==> src/rtl/ram_march_bist.sv <==
// March C- BIST master for a single-port RAM with combinational read data.
// Drives one RAM operation per cycle and records pass/fail plus first-failure details.
module ram_march_bist #(
  parameter int unsigned WIDTH      = 8,
  parameter int unsigned DEPTH      = 8,
  parameter int unsigned FAIL_CNT_W = 8,
  localparam int unsigned AW        = (DEPTH > 1) ? $clog2(DEPTH) : 1
) (
  input  logic                  clk,
  input  logic                  rst,
  input  logic                  start,
  output logic                  mem_we,
  output logic [AW-1:0]         mem_addr,
  output logic [WIDTH-1:0]      mem_wdata,
  input  logic [WIDTH-1:0]      mem_rdata,
  output logic                  busy,
  output logic                  done,
  output logic                  pass,
  output logic [AW-1:0]         fail_addr,
  output logic [WIDTH-1:0]      fail_data,
  output logic [WIDTH-1:0]      fail_exp,
  output logic [FAIL_CNT_W-1:0] fail_count
);

  typedef enum logic [1:0] {StIdle, StRun, StDone} state_e;

  localparam logic [AW-1:0] AddrMax = AW'(DEPTH - 1);

  state_e                  state_q, state_d;
  logic [2:0]              elem_q, elem_d;
  logic [AW-1:0]           addr_q, addr_d;
  logic                    phase_q, phase_d;
  logic                    last_op;

  logic                    pass_q, pass_d;
  logic [AW-1:0]           faddr_q, faddr_d;
  logic [WIDTH-1:0]        fdata_q, fdata_d;
  logic [WIDTH-1:0]        fexp_q, fexp_d;
  logic [FAIL_CNT_W-1:0]   fcnt_q, fcnt_d;

  logic                    is_read;
  logic                    mismatch;
  logic [WIDTH-1:0]        exp_data;

  always_ff @(posedge clk) begin
    if (rst) begin
      state_q <= StIdle;
      elem_q  <= 3'd0;
      addr_q  <= '0;
      phase_q <= 1'b0;
      pass_q  <= 1'b0;
      faddr_q <= '0;
      fdata_q <= '0;
      fexp_q  <= '0;
      fcnt_q  <= '0;
    end else begin
      state_q <= state_d;
      elem_q  <= elem_d;
      addr_q  <= addr_d;
      phase_q <= phase_d;
      pass_q  <= pass_d;
      faddr_q <= faddr_d;
      fdata_q <= fdata_d;
      fexp_q  <= fexp_d;
      fcnt_q  <= fcnt_d;
    end
  end

  // Elements 0..2 walk upward, 3..5 downward; phase 0 = read, 1 = write in M1..M4.
  always_comb begin
    state_d = state_q;
    elem_d  = elem_q;
    addr_d  = addr_q;
    phase_d = phase_q;
    last_op = 1'b0;
    unique case (state_q)
      StIdle: begin
        if (start) begin
          state_d = StRun;
          elem_d  = 3'd0;
          addr_d  = '0;
          phase_d = 1'b0;
        end
      end
      StRun: begin
        if (elem_q == 3'd0) begin
          if (addr_q == AddrMax) begin
            elem_d = 3'd1;
            addr_d = '0;
          end else begin
            addr_d = addr_q + 1'b1;
          end
        end else if (elem_q == 3'd5) begin
          if (addr_q == '0) begin
            state_d = StDone;
            last_op = 1'b1;
          end else begin
            addr_d = addr_q - 1'b1;
          end
        end else if (!phase_q) begin
          phase_d = 1'b1;
        end else begin
          phase_d = 1'b0;
          if (elem_q <= 3'd2) begin
            if (addr_q == AddrMax) begin
              elem_d = elem_q + 3'd1;
              addr_d = (elem_q == 3'd2) ? AddrMax : '0;
            end else begin
              addr_d = addr_q + 1'b1;
            end
          end else begin
            if (addr_q == '0) begin
              elem_d = elem_q + 3'd1;
              addr_d = AddrMax;
            end else begin
              addr_d = addr_q - 1'b1;
            end
          end
        end
      end
      StDone: begin
        state_d = StIdle;
        addr_d  = '0;
      end
      default: state_d = StIdle;
    endcase
  end

  always_comb begin
    busy      = (state_q == StRun);
    done      = (state_q == StDone);
    is_read   = busy && ((elem_q == 3'd5) || ((elem_q != 3'd0) && !phase_q));
    exp_data  = ((elem_q == 3'd2) || (elem_q == 3'd4)) ? '1 : '0;
    mem_we    = busy && !is_read;
    mem_addr  = busy ? addr_q : '0;
    mem_wdata = '0;
    if (mem_we && ((elem_q == 3'd1) || (elem_q == 3'd3))) begin
      mem_wdata = '1;
    end
    mismatch  = is_read && (mem_rdata != exp_data);
  end

  // The counter never wraps, so a zero count means no miscompare yet this run.
  always_comb begin
    pass_d  = pass_q;
    faddr_d = faddr_q;
    fdata_d = fdata_q;
    fexp_d  = fexp_q;
    fcnt_d  = fcnt_q;
    if ((state_q == StIdle) && start) begin
      pass_d  = 1'b0;
      faddr_d = '0;
      fdata_d = '0;
      fexp_d  = '0;
      fcnt_d  = '0;
    end else begin
      if (mismatch) begin
        if (fcnt_q == '0) begin
          faddr_d = addr_q;
          fdata_d = mem_rdata;
          fexp_d  = exp_data;
        end
        if (fcnt_q != '1) begin
          fcnt_d = fcnt_q + 1'b1;
        end
      end
      if (last_op) begin
        pass_d = (fcnt_d == '0);
      end
    end
  end

  assign pass       = pass_q;
  assign fail_addr  = faddr_q;
  assign fail_data  = fdata_q;
  assign fail_exp   = fexp_q;
  assign fail_count = fcnt_q;

endmodule

==> config.mk <==
export PLATFORM = sky130hd
export DESIGN_NAME = ram_march_bist
export DESIGN_NICKNAME = d
export VERILOG_FILES = /design/src/rtl/ram_march_bist.sv
export SDC_FILE = /design/constraint.sdc
export NUM_CORES = 1
export LEC_CHECK = 0
export ABC_CLOCK_PERIOD_IN_PS = 2000
export BUFFER_PORTS_ARGS = -buffer_cell sky130_fd_sc_hd__clkbuf_2
export CELL_PAD_IN_SITES_DETAIL_PLACEMENT = 1
export CELL_PAD_IN_SITES_GLOBAL_PLACEMENT = 2
export CORE_ASPECT_RATIO = 1.5
export CORE_MARGIN = 5
export CORE_UTILIZATION = 27
export DETAILED_ROUTE_END_ITERATION = 8
export PLACE_DENSITY_LB_ADDON = 0.1
export REMOVE_ABC_BUFFERS = 1
export SETUP_SLACK_MARGIN = 0.3
export SLEW_MARGIN = 10
export SYNTH_ARGS = -nofsm -noshare
export SYNTH_HDL_FRONTEND = slang
export SYNTH_SLANG_ARGS = --single-unit
export TNS_END_PERCENT = 50
==> constraint.sdc <==
create_clock -name clk -period 2 [get_ports clk]
set_input_delay 0.4 -clock clk [delete_from_list [all_inputs] [get_ports clk]]
set_output_delay 0.4 -clock clk [all_outputs]
set_load 0.02 [all_outputs]
==> results.py, run 1 <==
metrics = {
    "setup_path": {
        "crit_start": "elem_q[2]",
        "arrival_ps": 1740,
        "cp-end-kind": "output port",
        "cp_cell_sequence": "buf_4 > inv_1 > ha_1 > a21oi_1 > nor4_4 > buf_6 > buf_8",
        "worst_path_max_delay_cell": "dfxtp_2",
        "critical_path_class": "reg -> out",
        "start_kind": "flop",
        "max_stage_delay_ps": 360,
        "path_max_fanout": 9,
        "cp_data_required_time_ps": 1600,
        "crit-reg2reg-launch": "elem_q[1]",
    },
    "pwr": {
        "p_total_mw": 1.34,
        "leakage_nw": 1.26,
        "vdd_drop_max_mv": 0.366,
        "power-per-cell-area_nw_per_um2": 460,
    },
    "floorplanning": {
        "rows": 37,
        "dieHeight_um": 113,
        "core_region_area_sq_um": 6850,
        "initial_core_util": 0.278,
        "die-area_sq_um": 8860,
        "die_x_um": 78.6,
        "io-pin-count": 53,
    },
    "layout": {
        "fin_nets": 342,
        "drive_above_1_share": 0.459,
        "antennaDiodeCount": 0,
        "fillers": 832,
        "area_growth_syn_to_layout_pct": 53.3,
    },
    "yosys": {
        "synth.distinct_cells": 42,
        "synth_area_sq_um": 1900,
        "async_reset_ff_frac": 0,
        "synth-main-ff-cell": "dfxtp_1",
        "synth_warnings": 0,
        "yosysMostFrequentCell": "nor2_1",
        "synthTopCellsByArea": "dfxtp_1 (32%), mux2i_1 (7.9%), nor2_1 (7.3%)",
        "synth_top_area_frac": 0.316,
        "synthCells": 233,
        "synth_commonest_cells": "nor2_1 (37), dfxtp_1 (30), nand2_1 (17)",
        "synth_seq_cells": 30,
        "synth_seq_area_share": 0.316,
        "synth_edf_count": 0,
        "syn_avg_cell_area_sq_um": 8.17,
        "synth_area_leader_cell": "dfxtp_1",
    },
    "clock_tree": {
        "path_clk_slew_ps": 70,
        "clockBufferDepth": 2,
        "clock_latency_ps": 280,
        "clock_sinks": 30,
        "cts_tree": "built",
        "root_buffer": "clkbuf_8",
        "hold_buffers": 0,
        "numCtsBuffers": 5,
        "htree_levels": 2,
    },
    "route": {
        "wl_per_cell_um": 16.3,
        "vias": 1990,
        "viasPerCell": 5.00,
        "drtPass1Iterations": 3,
        "drtIter0Drc": 38,
        "antenna_left": 0,
        "finalWirelength_um": 6490,
        "drc": 0,
    },
    "timing": {
        "fin_ws_ps": -137,
        "rsz0062_at_grt": "yes",
        "fin_skew_ps": 8.18,
        "layout_min_cycle_time_ps": 2140,
        "holdWs_ps": 397,
        "hold_viol": 0,
        "fin_crit_sh": 1.07,
        "tightest_slew_ps": 457,
        "slew_headroom": 0.695,
        "final_max_slew_viol_count": 0,
        "max_clock_freq_ghz": 0.468,
        "setup_viol": 21,
    },
    "run_status": {
        "outcome": "finished, violations left",
        "violations": "negative setup slack",
    },
    "global_routing": {
        "grt_pass1_vias": 2118,
        "grt_pass1_wl_um": 10500,
        "grt_use_total": 0.150,
        "grt_overflow": 0,
        "antenna_found_initial": 0,
        "grt_max_degree": 22,
    },
    "placed_design": {
        "gp_congestion": 0.788,
        "io_buffers": 52,
        "dp_hpwl_um": 4890,
    },
    "hold_path": {
        "holdCritPathClass": "in -> reg",
        "hp-start": "mem_rdata[2]",
    },
    "flow_run": {
        "maxCapViolCount": 0,
    },
}
[stage by stage]
| step | instance area [sq um] | util | setup WS (ps) | setup TNS (ps) | std cells |
|---|---|---|---|---|---|
| 5_1_grt | 2920 | 0.426 | -257 | -5290 | 398 |
| 4_1_cts | 2790 | 0.407 | -123 | -2170 | 392 |
| 3_3_place_gp | 2410 | 0.352 | -160 | -2280 | 379 |
| 6_report | 2920 | 0.426 | -137 | -2280 | 398 |
| 2_1_floorplan | 1750 | - | -3820 | -36320 | 211 |
| 3_5_place_dp | 2410 | 0.352 | -215 | -3100 | 379 |
[critical path: cells and delay by family, from the launching register on]
family | cells | cell delay [ps]
buf+inv | 4 | 580
compound gates | 1 | 250
simple gates | 1 | 60
fa+ha+maj | 1 | 210
flops | 1 | 360
[state kept, by name, indices dropped and copies added, names as in the netlist]
name and count:
pass 1, fail_count 8, fail_exp 1, addr_q 3, fail_addr 3, state_q 2
fail_data 8, phase_q 1, elem_q 3
[routing by layer]
| metal | share of wire | global-route usage | vias up | wire (um) |
|---|---|---|---|---|
| met5 | 0 | 0 | - | 0 |
| met1 | 0.37 | 0.154 | 970 | 2410 |
| li1 | - | - | 973 | - |
| met2 | 0.58 | 0.299 | 37 | 3760 |
| met3 | 0.023 | 0.0207 | 10 | 150 |
| met4 | 0.025 | 0.0537 | 0 | 163 |
[final timing paths]
check	end	slack, ps	cells after the start
worst max-delay path	mem_wdata[2]	-140	7
worst min register to register	pass	480	2
worst max register to register	fail_data[5]	-110	11
worst min-delay path	fail_data[2]	400	3
[kinds of logic (layout without fill, tap and decap cells)]
group	Yosys count	count (layout)	synth area share
flops	30	30	0.316
xor+xnor	4	4	0.0184
mux	16	16	0.0861
fa+ha+maj	11	11	0.0723
buf+inv	34	121	0.103
simple gates	96	96	0.258
compound gates	42	42	0.147
[area by class of cell]
type / instances / area, sq um / share of cell area
multi-input combinational: 169 / 1310 / 0.448
timing repair buffer: 102 / 781 / 0.268
sequential: 30 / 604 / 0.207
tap: 78 / 97.6 / 0.0335
clock buffer: 5 / 68.8 / 0.0236
inverter: 12 / 47.5 / 0.0163
clock inverter: 2 / 10.0 / 0.00343
[cells in the final DEF (no fill, tap or decap), drive strengths merged, types with 3 or more instances in the layout]
master	instances
buf	58
clkbuf	49
nor2	38
dfxtp	30
nand2	17
mux2i	16
a21oi	15
inv	12
ha	11
o21ai	9
nand3	7
nor3	7
nand4	6
nor2b	6
nand2b	4
nor4	4
a211oi	3
a311oi	3
[timing repair]
item / in CTS / in global routing
hold endpoints to repair: 0 / 0
gates resized for setup: 61 / 25
cloned: 1 / 0
endpoints found under the setup margin: 41 / 37
pin swaps: 14 / 12
buffers inserted: 5 / 6
[where the power goes]
group          total (mW)  internal, mW  leakage (nW)  switching, mW
registers           0.617         0.607         0.244         0.0106
logic               0.256         0.115         0.972          0.141
clock network       0.468         0.233        0.0438          0.235
total                1.34         0.955          1.26          0.386
Power figures use the tool's default switching activity.
==> run 2, diff against run 1 <==
SETUP_SLACK_MARGIN = default   (was 0.3)
==> run 2 against run 1 <==
The flow still finishes with violations (negative setup slack). Critical path depth stayed put. Flip-flop and latch count stayed put. Utilization is 2.0 points lower. Non-clock buffer count is 3 lower. Combinational power is 7.8% lower. Critical path type unchanged. Highest routed layer unchanged.
==> results.py, run 2 (same netlist as run 1, synthesis figures left out) <==
metrics = {
    "clock_tree": {
        "clock_sinks": 30,
        "hold_buffers": 0,
        "cts_tree": "built",
        "htree_levels": 2,
        "path_clk_slew_ps": 70,
        "clockBufferDepth": 2,
        "clock_latency_ps": 280,
        "root_buffer": "clkbuf_8",
        "numCtsBuffers": 5,
    },
    "placed_design": {
        "pre_cts_slack_ps": -215,
        "dp_hpwl_um": 4890,
        "post_dp_cell_area_sq_um": 2410,
        "io_buffers": 52,
        "gp_congestion": 0.788,
        "dpl.cell_count": 379,
    },
    "layout": {
        "seq_area_sq_um": 604,
        "antennaDiodeCount": 0,
        "instances_no_fill": 395,
        "layout_common_cells": "clkbuf_2 (43), buf_4 (42), nor2_1 (34), dfxtp_1 (27), nand2_1 (17)",
        "fin_area_sq_um": 2780,
        "drive_above_1_share": 0.426,
        "fin_nets": 339,
        "multiInputGateArea_sq_um": 1230,
        "fillers": 834,
        "final_common_cell": "clkbuf_2",
        "area_growth_syn_to_layout_pct": 46.2,
    },
    "route": {
        "wl_per_cell_um": 16.0,
        "viasPerCell": 5.03,
        "drc": 0,
        "vias": 1987,
        "drtPass1Iterations": 3,
        "antenna_left": 0,
        "drtIter0Drc": 36,
        "finalWirelength_um": 6320,
    },
    "pwr": {
        "p_sw_mw": 0.376,
        "p_comb_frac": 0.179,
        "sequentialPowerShare": 0.467,
        "p_total_mw": 1.32,
        "netSwitchingFraction": 0.285,
        "intPower_mw": 0.944,
        "vdd_drop_max_mv": 0.366,
        "clock_power_share": 0.354,
        "power-per-cell-area_nw_per_um2": 474,
        "leakage_nw": 1.21,
    },
    "hold_path": {
        "min_to": "fail_data[2]",
        "hp-start": "mem_rdata[2]",
        "min_path_cells": 3,
        "holdCritPathClass": "in -> reg",
    },
    "setup_path": {
        "critical_path_class": "reg -> out",
        "rrSetupSlack_ps": -60,
        "start_kind": "flop",
        "rr_worst_depth": 11,
        "cp-end-kind": "output port",
        "cp_data_required_time_ps": 1600,
        "crit-reg2reg-launch": "elem_q[1]",
        "r2r_end": "fail_data[5]",
        "path_max_fanout": 8,
        "arrival_ps": 1720,
    },
    "timing": {
        "max_clock_freq_ghz": 0.472,
        "fin_ws_ps": -117,
        "layout_min_cycle_time_ps": 2120,
        "setup_viol": 20,
        "rsz0062_at_grt": "yes",
        "fin_setup_tns_ps": -1540,
        "tightest_slew_ps": 581,
        "fin_skew_ps": 8.90,
        "final_max_slew_viol_count": 0,
        "hold_viol": 0,
        "slew_headroom": 0.612,
        "fin_crit_sh": 1.06,
    },
    "floorplanning": {
        "die_x_um": 78.6,
        "rows": 37,
        "io-pin-count": 53,
        "die-area_sq_um": 8860,
        "core_region_area_sq_um": 6850,
        "initial_core_util": 0.278,
        "dieHeight_um": 113,
    },
    "global_routing": {
        "grt_overflow": 0,
        "grt_pass1_wl_um": 10400,
        "grt_use_total": 0.148,
        "grt_max_degree": 22,
        "antenna_found_initial": 0,
        "grt_pass1_vias": 2080,
    },
    "run_status": {
        "violations": "negative setup slack",
        "outcome": "finished, violations left",
    },
    "flow_run": {
        "maxCapViolCount": 0,
    },
}
## run 2: cell types whose count changed in the layout (fill, tap and decap cells not counted), moves of 2 or more
| cell | before | now |
|---|---|---|
| o21ai_0 | 3 | 5 |
| buf_6 | 8 | 3 |
| nand2b_1 | 2 | 4 |
| nand2b_4 | 2 | 0 |
| buf_8 | 8 | 0 |
| clkbuf_8 | 5 | 13 |
## run 2: worst max path at each step
| stage | from | to | slack [ps] | cells past startpoint |
|---|---|---|---|---|
| 2_1_floorplan | elem_q[0] | mem_wdata[0] | -3820 | 5 |
| 3_3_place_gp | elem_q[0] | fail_data[3] | -160 | 9 |
| 3_5_place_dp | elem_q[1] | fail_addr[0] | -210 | 9 |
| 4_1_cts | elem_q[1] | mem_wdata[2] | -120 | 7 |
| 5_1_grt | elem_q[1] | mem_wdata[2] | -230 | 7 |
| 6_report | elem_q[1] | mem_wdata[2] | -120 | 7 |
## run 2: layout make-up
cell class              instances  share of cell area
multi-input cells             169               0.443
repair buffers                 99               0.260
flip-flops and latches         30               0.217
well taps                      78              0.0351
clock buffers                   5              0.0247
inverters                      12              0.0162
clock inverters                 2             0.00360
## run 2: power groups by stage
stage | sequential, mW | clock (mW) | combinational (mW)
6_report | 0.616 | 0.467 | 0.236
5_1_grt | 0.617 | 0.521 | 0.255
4_1_cts | 0.616 | 0.487 | 0.232
3_5_place_dp | 0.629 | 0 | 0.203
3_3_place_gp | 0.629 | 0 | 0.202
2_1_floorplan | 0.636 | 0 | 0.0963
## run 2: what timing repair did
item	in CTS	in global routing
gates resized for setup	41	12
cloned	1	0
endpoints found under the setup margin	32	33
setup buffers	5	3
pin swaps	6	4
## run 2: critical path, cell delays in order (launching register included)
cell and delay (ps):
dfxtp_2 360, inv_2 60, buf_6 110, ha_4 150, and2_4 170, nor4_4 250, buf_6 170, clkbuf_8 150
## run 2: metrics by stage
stage | utilization | hold slack (ps)
6_report | 0.406 | 396
3_3_place_gp | 0.352 | 462
3_5_place_dp | 0.352 | 457
2_1_floorplan | - | 456
5_1_grt | 0.406 | 407
4_1_cts | 0.398 | 390
## run 2: metal layers
layer | share of wire | wire, um | GRT usage
met5 | 0 | 0 | 0
met4 | 0.029 | 182 | 0.0665
met3 | 0.026 | 163 | 0.0223
met2 | 0.57 | 3620 | 0.290
met1 | 0.37 | 2350 | 0.151
